### src/rtl/score_scan.sv
// rtl/score_scan.sv - 14-bit binary score to 4 BCD digits via double dabble, time-multiplexed per refresh slot.
// Optional ATOMIC_UPDATE_EN: results go through a shadow register and reach the display only at frame start.
module score_scan #(
  parameter int REFRESH_DIV = 100000,
  parameter int VALUE_W     = 14
) (
  input  logic               clk,
  input  logic               rst,
  input  logic [VALUE_W-1:0] value,
  input  logic               load,
  output logic               busy,
  output logic               done,
  output logic               ovf,
  output logic [3:0]         seg_number,
  output logic [1:0]         an_number
);

  localparam int                 CNT_W    = $clog2(REFRESH_DIV);
  localparam logic [VALUE_W-1:0] MAX_VAL  = VALUE_W'(9999);
  localparam logic [4:0]         LAST_BIT = 5'(VALUE_W - 1);
  localparam logic [CNT_W-1:0]   CNT_LAST = CNT_W'(REFRESH_DIV - 1);

  typedef enum logic [1:0] {S_IDLE, S_SHIFT, S_DONE} state_t;

  state_t               r_state;
  state_t               w_state_nxt;
  logic [4:0]           r_bit_cnt;
  logic [15:0]          r_bcd;
  logic [VALUE_W-1:0]   r_bin;
  logic                 r_pend;
  logic [VALUE_W-1:0]   r_pend_val;
  logic                 r_ovf;
  logic [15:0]          r_digits;
  logic [CNT_W-1:0]     r_cnt;
  logic [1:0]           r_an;
  logic [3:0]           r_seg;

  logic                 w_start;
  logic [VALUE_W-1:0]   w_src;
  logic                 w_over;
  logic [VALUE_W-1:0]   w_clamped;
  logic [15:0]          w_bcd_adj;
  logic [VALUE_W+15:0]  w_dd;
  logic                 w_term;
  logic [1:0]           w_an_nxt;
  logic [15:0]          w_digits_nxt;
  logic [3:0]           w_seg_nxt;

  // A load arriving in DONE wins over the pending value (latest wins).
  assign w_start   = ((r_state == S_IDLE) && load) ||
                     ((r_state == S_DONE) && (load || r_pend));
  assign w_src     = load ? value : r_pend_val;
  assign w_over    = (w_src > MAX_VAL);
  assign w_clamped = w_over ? MAX_VAL : w_src;

  always_comb begin
    w_bcd_adj = r_bcd;
    for (int i = 0; i < 4; i++) begin
      if (r_bcd[i*4 +: 4] >= 4'd5) w_bcd_adj[i*4 +: 4] = r_bcd[i*4 +: 4] + 4'd3;
    end
  end

  assign w_dd = {w_bcd_adj, r_bin} << 1;

  always_comb begin
    w_state_nxt = r_state;
    busy        = 1'b0;
    done        = 1'b0;
    case (r_state)
      S_IDLE: begin
        if (w_start) w_state_nxt = S_SHIFT;
      end
      S_SHIFT: begin
        busy = 1'b1;
        if (r_bit_cnt == LAST_BIT) w_state_nxt = S_DONE;
      end
      S_DONE: begin
        busy        = 1'b1;
        done        = 1'b1;
        w_state_nxt = w_start ? S_SHIFT : S_IDLE;
      end
      default: w_state_nxt = S_IDLE;
    endcase
  end

  always_ff @(posedge clk or posedge rst) begin
    if (rst) begin
      r_state <= S_IDLE;
    end else begin
      r_state <= w_state_nxt;
    end
  end

  always_ff @(posedge clk or posedge rst) begin
    if (rst) begin
      r_bit_cnt  <= '0;
      r_bcd      <= '0;
      r_bin      <= '0;
      r_pend     <= 1'b0;
      r_pend_val <= '0;
      r_ovf      <= 1'b0;
    end else begin
      if (w_start) begin
        r_bin     <= w_clamped;
        r_bcd     <= '0;
        r_bit_cnt <= '0;
        r_ovf     <= w_over;
        r_pend    <= 1'b0;
      end else begin
        if (r_state == S_SHIFT) begin
          r_bcd     <= w_dd[VALUE_W+15:VALUE_W];
          r_bin     <= w_dd[VALUE_W-1:0];
          r_bit_cnt <= r_bit_cnt + 5'd1;
        end
        if (load) begin
          r_pend     <= 1'b1;
          r_pend_val <= value;
        end
      end
    end
  end

  assign w_term   = (r_cnt == CNT_LAST);
  assign w_an_nxt = w_term ? r_an + 2'd1 : r_an;

`ifdef ATOMIC_UPDATE_EN
  logic [15:0] r_shadow;
  logic        w_frame_end;

  assign w_frame_end = w_term && (r_an == 2'd3);

  always_ff @(posedge clk or posedge rst) begin
    if (rst) begin
      r_shadow <= '0;
    end else if (r_state == S_DONE) begin
      r_shadow <= r_bcd;
    end
  end

  always_comb begin
    w_digits_nxt = r_digits;
    if (w_frame_end) w_digits_nxt = r_shadow;
  end
`else
  always_comb begin
    w_digits_nxt = r_digits;
    if (r_state == S_DONE) w_digits_nxt = r_bcd;
  end
`endif

  // Select from next-state values so seg_number always matches an_number and the digit regs.
  always_comb begin
    w_seg_nxt = w_digits_nxt[15:12];
    case (w_an_nxt)
      2'd0:    w_seg_nxt = w_digits_nxt[15:12];
      2'd1:    w_seg_nxt = w_digits_nxt[11:8];
      2'd2:    w_seg_nxt = w_digits_nxt[7:4];
      default: w_seg_nxt = w_digits_nxt[3:0];
    endcase
  end

  always_ff @(posedge clk or posedge rst) begin
    if (rst) begin
      r_digits <= '0;
      r_cnt    <= '0;
      r_an     <= '0;
      r_seg    <= '0;
    end else begin
      r_digits <= w_digits_nxt;
      r_cnt    <= w_term ? '0 : r_cnt + 1'b1;
      r_an     <= w_an_nxt;
      r_seg    <= w_seg_nxt;
    end
  end

  assign ovf        = r_ovf;
  assign seg_number = r_seg;
  assign an_number  = r_an;

endmodule

### config.mk
export PLATFORM = sky130hd
export DESIGN_NAME = score_scan
export DESIGN_NICKNAME = d
export VERILOG_FILES = /design/src/rtl/score_scan.sv
export SDC_FILE = /design/constraint.sdc
export NUM_CORES = 1
export LEC_CHECK = 0
export ABC_AREA = 1
export CORE_MARGIN = 4
export CORE_UTILIZATION = 58
export CTS_BUF_LIST = sky130_fd_sc_hd__clkbuf_2
export DETAILED_ROUTE_END_ITERATION = 6
export DONT_BUFFER_PORTS = 1
export PLACE_DENSITY = 0.86
export SLEW_MARGIN = 15
export SYNTH_ARGS = -nofsm -noshare
export SYNTH_HDL_FRONTEND = slang
export SYNTH_SLANG_ARGS = --single-unit
### constraint.sdc
create_clock -name clk -period 3.6 [get_ports clk]
set_input_delay 0.54 -clock clk [delete_from_list [all_inputs] [get_ports clk]]
set_output_delay 0.54 -clock clk [all_outputs]
set_load 0.005 [all_outputs]
==> Flow_metrics.wiki <==
{| class="wikitable"
! Metric !! Value
|-
| Vias in the first global route || 3441
|-
| Internal power || between 1.5 and 2 mW
|-
| Count of flip-flops with a built-in enable after synthesis || 0
|-
| Part of the power in registers || ~50%
|-
| # Max-Cap Violations || 0
|-
| Run status || finished, violations left
|-
| Final nets || approximately 570
|-
| Proportion of synthesized chip area in sequential cells || slightly above 50%
|-
| Clock transition time at the flip-flop clock pins of the worst setup and hold paths || approximately 250 ps
|-
| Critical path class || reg2reg
|-
| Via count normalized by instance count || approximately 5.6
|-
| Worst hold margin || -10.8 ps
|-
| Post-synthesis net count || between 500 and 600
|-
| Accumulated negative setup slack || 0 ps
|-
| Filler instances || 664
|-
| PortBufs || 0
|-
| Worst slew margin || about two fifths
|-
| Total number of placement rows || 32
|-
| Pleak || between 2 and 2.5 nW
|-
| Synthesis-to-finish area growth || 3.69%
|-
| Top area cells in the synthesized netlist || sky130_fd_sc_hd__dfrtp_1 51%, sky130_fd_sc_hd__nand2_1 7.5%, sky130_fd_sc_hd__inv_1 5.4%, sky130_fd_sc_hd__o21ai_0 5.3%, sky130_fd_sc_hd__nor2_1 5.1%
|-
| Number of hold violations in the final report || 23
|-
| Yosys cell types || 35
|-
| Initial cell density of the core || between 50% and 60%
|-
| Area of the die || just over 0.009 mm^2
|-
| Startpoint kind of the worst setup timing path || flop
|-
| Layout cell share with drive strength beyond 1 || 7.22%
|-
| Number of antenna-violating nets in the routed design || 0
|-
| Max Transition Viols Final || 0
|-
| Critical path fanouts, max || 29
|-
| Most repeated cell in the gate-level netlist after synthesis || sky130_fd_sc_hd__dfrtp_1
|-
| Total of endpoints with negative setup slack in the final report || 0
|-
| Estimated wirelength of the detail-placed design || 6820 um
|-
| Gate count after technology mapping || 537
|-
| Min Clock Period, post-route || about 2300 ps
|-
| Clock net sink count || between 90 and 100
|-
| Peak supply drop || around 0.25 mV
|-
| Measured slew at the worst slew-check pin || between 900 and 1000 ps
|-
| Violations in the final reports || negative hold slack
|-
| Ranking of synthesized cells by instance count || 92 x sky130_fd_sc_hd__dfrtp_1, 91 x sky130_fd_sc_hd__nand2_1, 66 x sky130_fd_sc_hd__inv_1
|-
| Clock network fraction of design power || approximately 14%
|-
| Tot Pwr || ~3.1 mW
|-
| Setup repair after global routing missed its margin || no
|-
| Global-route wire length before repair || 15600 um
|-
| Arrival time at the worst endpoint || ~2800 ps
|-
| Power density over cell area || roughly 660 mW/mm^2
|-
| Endpoint class of the critical path || flop
|-
| Flip-flop and latch count after synthesis || between 90 and 100
|-
| Placeable core region || ~0.0077 mm^2
|-
| Pin count of the biggest net entering global routing || 56
|-
| Net Switching || about 1.3 mW
|-
| Library cell with the largest summed area after synthesis || sky130_fd_sc_hd__dfrtp_1
|-
| Number of antenna violations at the first check in global routing || 0
|-
| Total global routing track utilization || between 20% and 30%
|-
| Last weighted congestion value of the routability-driven placer || roughly 0.87
|-
| Total of cells resized after clock tree synthesis || 0
|-
| Most used flip-flop cell after synthesis || sky130_fd_sc_hd__dfrtp_1
|-
| Async set or reset register ratio after synthesis || 100%
|-
| Number of levels in the clock H-tree || 3
|-
| Switching share of power || 41.3%
|-
| Post-CTS Setup Bufs || 0
|-
| Count of vias placed by the detailed router || roughly 3600
|-
| Worst-skew pair later-pin latency || around 580 ps
|-
| Worst Clk Skew || 30.6 ps
|-
| I/O pin count || 26
|-
| Post-route core utilization || between 60% and 70%
|-
| Top-area cell type share of the netlist area || 50.6%
|-
| Syn Std Cell Area || ~0.0045 mm^2
|-
| CP required || 4070 ps
|-
| Max clock buf depth || 2
|-
| Average size of a mapped cell || around 8.5 um^2
|-
| Total wire length || around 9400 um
|-
| Number of inserted diodes || 0
|-
| Height of the die || 96.5 um
|-
| Clk Tree Root Cell || sky130_fd_sc_hd__clkbuf_2
|-
| Period utilization || 64.0%
|-
| Initial DRC count || around 330
|-
| CTS tree || done
|-
| Max Clk Rate || approximately 430 MHz
|-
| TritonCTS Buffers || 9
|-
| Share of power burned in combinational logic || approximately 37%
|-
| TritonRoute pass-1 iters || 6
|-
| Cts hold-fix bufs || 0
|-
| Residual overflow from global routing || 0
|-
| Avg WL per Cell || between 10 and 15 um
|-
| Die X || between 90 and 100 um
|-
| Residual DRC || 0
|-
| Worst Hold Class || in2async
|-
| Count of warnings emitted by yosys || 0
|}
placed cells by master, fill, tap and decap left out, types with 2 or more instances in the layout:
cell type	netlist	routed
sky130_fd_sc_hd__a211oi_1	2	2
sky130_fd_sc_hd__a21oi_1	29	29
sky130_fd_sc_hd__a31oi_1	4	4
sky130_fd_sc_hd__and3_1	2	2
sky130_fd_sc_hd__buf_4	2	4
sky130_fd_sc_hd__clkbuf_2	0	9
sky130_fd_sc_hd__clkinv_1	0	2
sky130_fd_sc_hd__clkinv_2	0	3
sky130_fd_sc_hd__dfrtp_1	92	92
sky130_fd_sc_hd__ha_1	15	15
sky130_fd_sc_hd__inv_1	66	65
sky130_fd_sc_hd__inv_2	5	5
sky130_fd_sc_hd__mux2i_1	2	2
sky130_fd_sc_hd__nand2_1	91	91
sky130_fd_sc_hd__nand3_1	26	26
sky130_fd_sc_hd__nand4_1	23	23
sky130_fd_sc_hd__nor2_1	62	62
sky130_fd_sc_hd__nor3_1	3	3
sky130_fd_sc_hd__o21ai_0	48	48
sky130_fd_sc_hd__o221ai_1	5	5
sky130_fd_sc_hd__o22ai_1	11	11
sky130_fd_sc_hd__o32ai_1	2	2
sky130_fd_sc_hd__or2_2	9	9
sky130_fd_sc_hd__xor2_1	11	11
power by group through the flow:
stage | registers, mW | clock network, mW | logic [mW]
after detailed placement | 1.54 | 0 | 1.14
after floorplan | 1.49 | 0 | 0.910
after global routing | 1.55 | 0.501 | 1.30
after global placement | 1.53 | 0 | 1.06
after CTS | 1.52 | 0.445 | 1.15
final | 1.52 | 0.444 | 1.15
flip-flops by register name (all words and copies together) (netlist names):
| signal | cells |
|---|---|
| r_cnt | 17 |
| r_bcd | 16 |
| r_digits | 16 |
| r_bin | 14 |
| r_pend_val | 14 |
| r_bit_cnt | 5 |
| seg_number | 4 |
| an_number | 2 |
| r_state | 2 |
| ovf | 1 |
| r_pend | 1 |
critical path, stage by stage (launching register included):
cell	delay, ps
sky130_fd_sc_hd__dfrtp_1	470
sky130_fd_sc_hd__inv_1	100
sky130_fd_sc_hd__ha_1	150
sky130_fd_sc_hd__inv_1	80
sky130_fd_sc_hd__o21ai_4	510
sky130_fd_sc_hd__inv_2	340
sky130_fd_sc_hd__nor2_1	220
sky130_fd_sc_hd__nand2_2	160
sky130_fd_sc_hd__inv_2	120
sky130_fd_sc_hd__nor2_1	50
kinds of logic (layout without fill, tap and decap cells):
logic type                 Yosys count  after routing  synth area share (%)
buffers and inverters               88             91                  7.59
xor gates and xnor gates            11             11                  2.12
DFF                                 92             92                  50.6
adders and majority gates           15             15                  4.13
muxes                                3              3                 0.688
and+or+nand+nor                    220            220                  21.2
AOI/OAI and AO/OA                  108            108                  13.6
final timing paths:
path,from,to,slack [ps],cells past startpoint
setup / recovery,r_state[0],r_bin[5],1290,9
hold / removal,rst,r_bcd[14],-10,1
setup reg to reg,r_state[0],r_bin[5],1290,9
hold reg to reg,r_pend_val[0],r_pend_val[0],520,2
max in group asynchronous,rst,r_cnt[9],2820,2
min in group clk,load,r_pend_val[10],110,2
metrics by stage:
stage | std cells | instance area [um^2] | setup slack [ps]
global placement | 626 | 4630 | 1530
finish | 642 | 4710 | 1290
global route | 642 | 4710 | 1030
CTS | 642 | 4710 | 1300
detailed placement | 626 | 4630 | 1360
floorplan | 537 | 4550 | 668
cell type report:
| type | instances | area [um^2] | share of cell area (%) |
|---|---|---|---|
| well taps | 102 | 128 | 2.71 |
| repair buffers | 4 | 30.0 | 0.637 |
| inverters | 71 | 268 | 5.68 |
| multi-input cells | 357 | 1900 | 40.3 |
| clock buffers | 9 | 45.0 | 0.955 |
| flip-flops and latches | 92 | 2300 | 48.8 |
| clock inverters | 7 | 42.5 | 0.902 |
per-layer routing:
layer / track usage [%] / routed length, um / up-vias
met1: 29.1 / 4060 / 1716
met3: 4.80 / 486 / 28
met4: 9.70 / 235 / 0
li1: - / - / 1777
met2: 34.1 / 4640 / 106
met5: 0 / 0 / -
(Power assumes the default switching activity.)
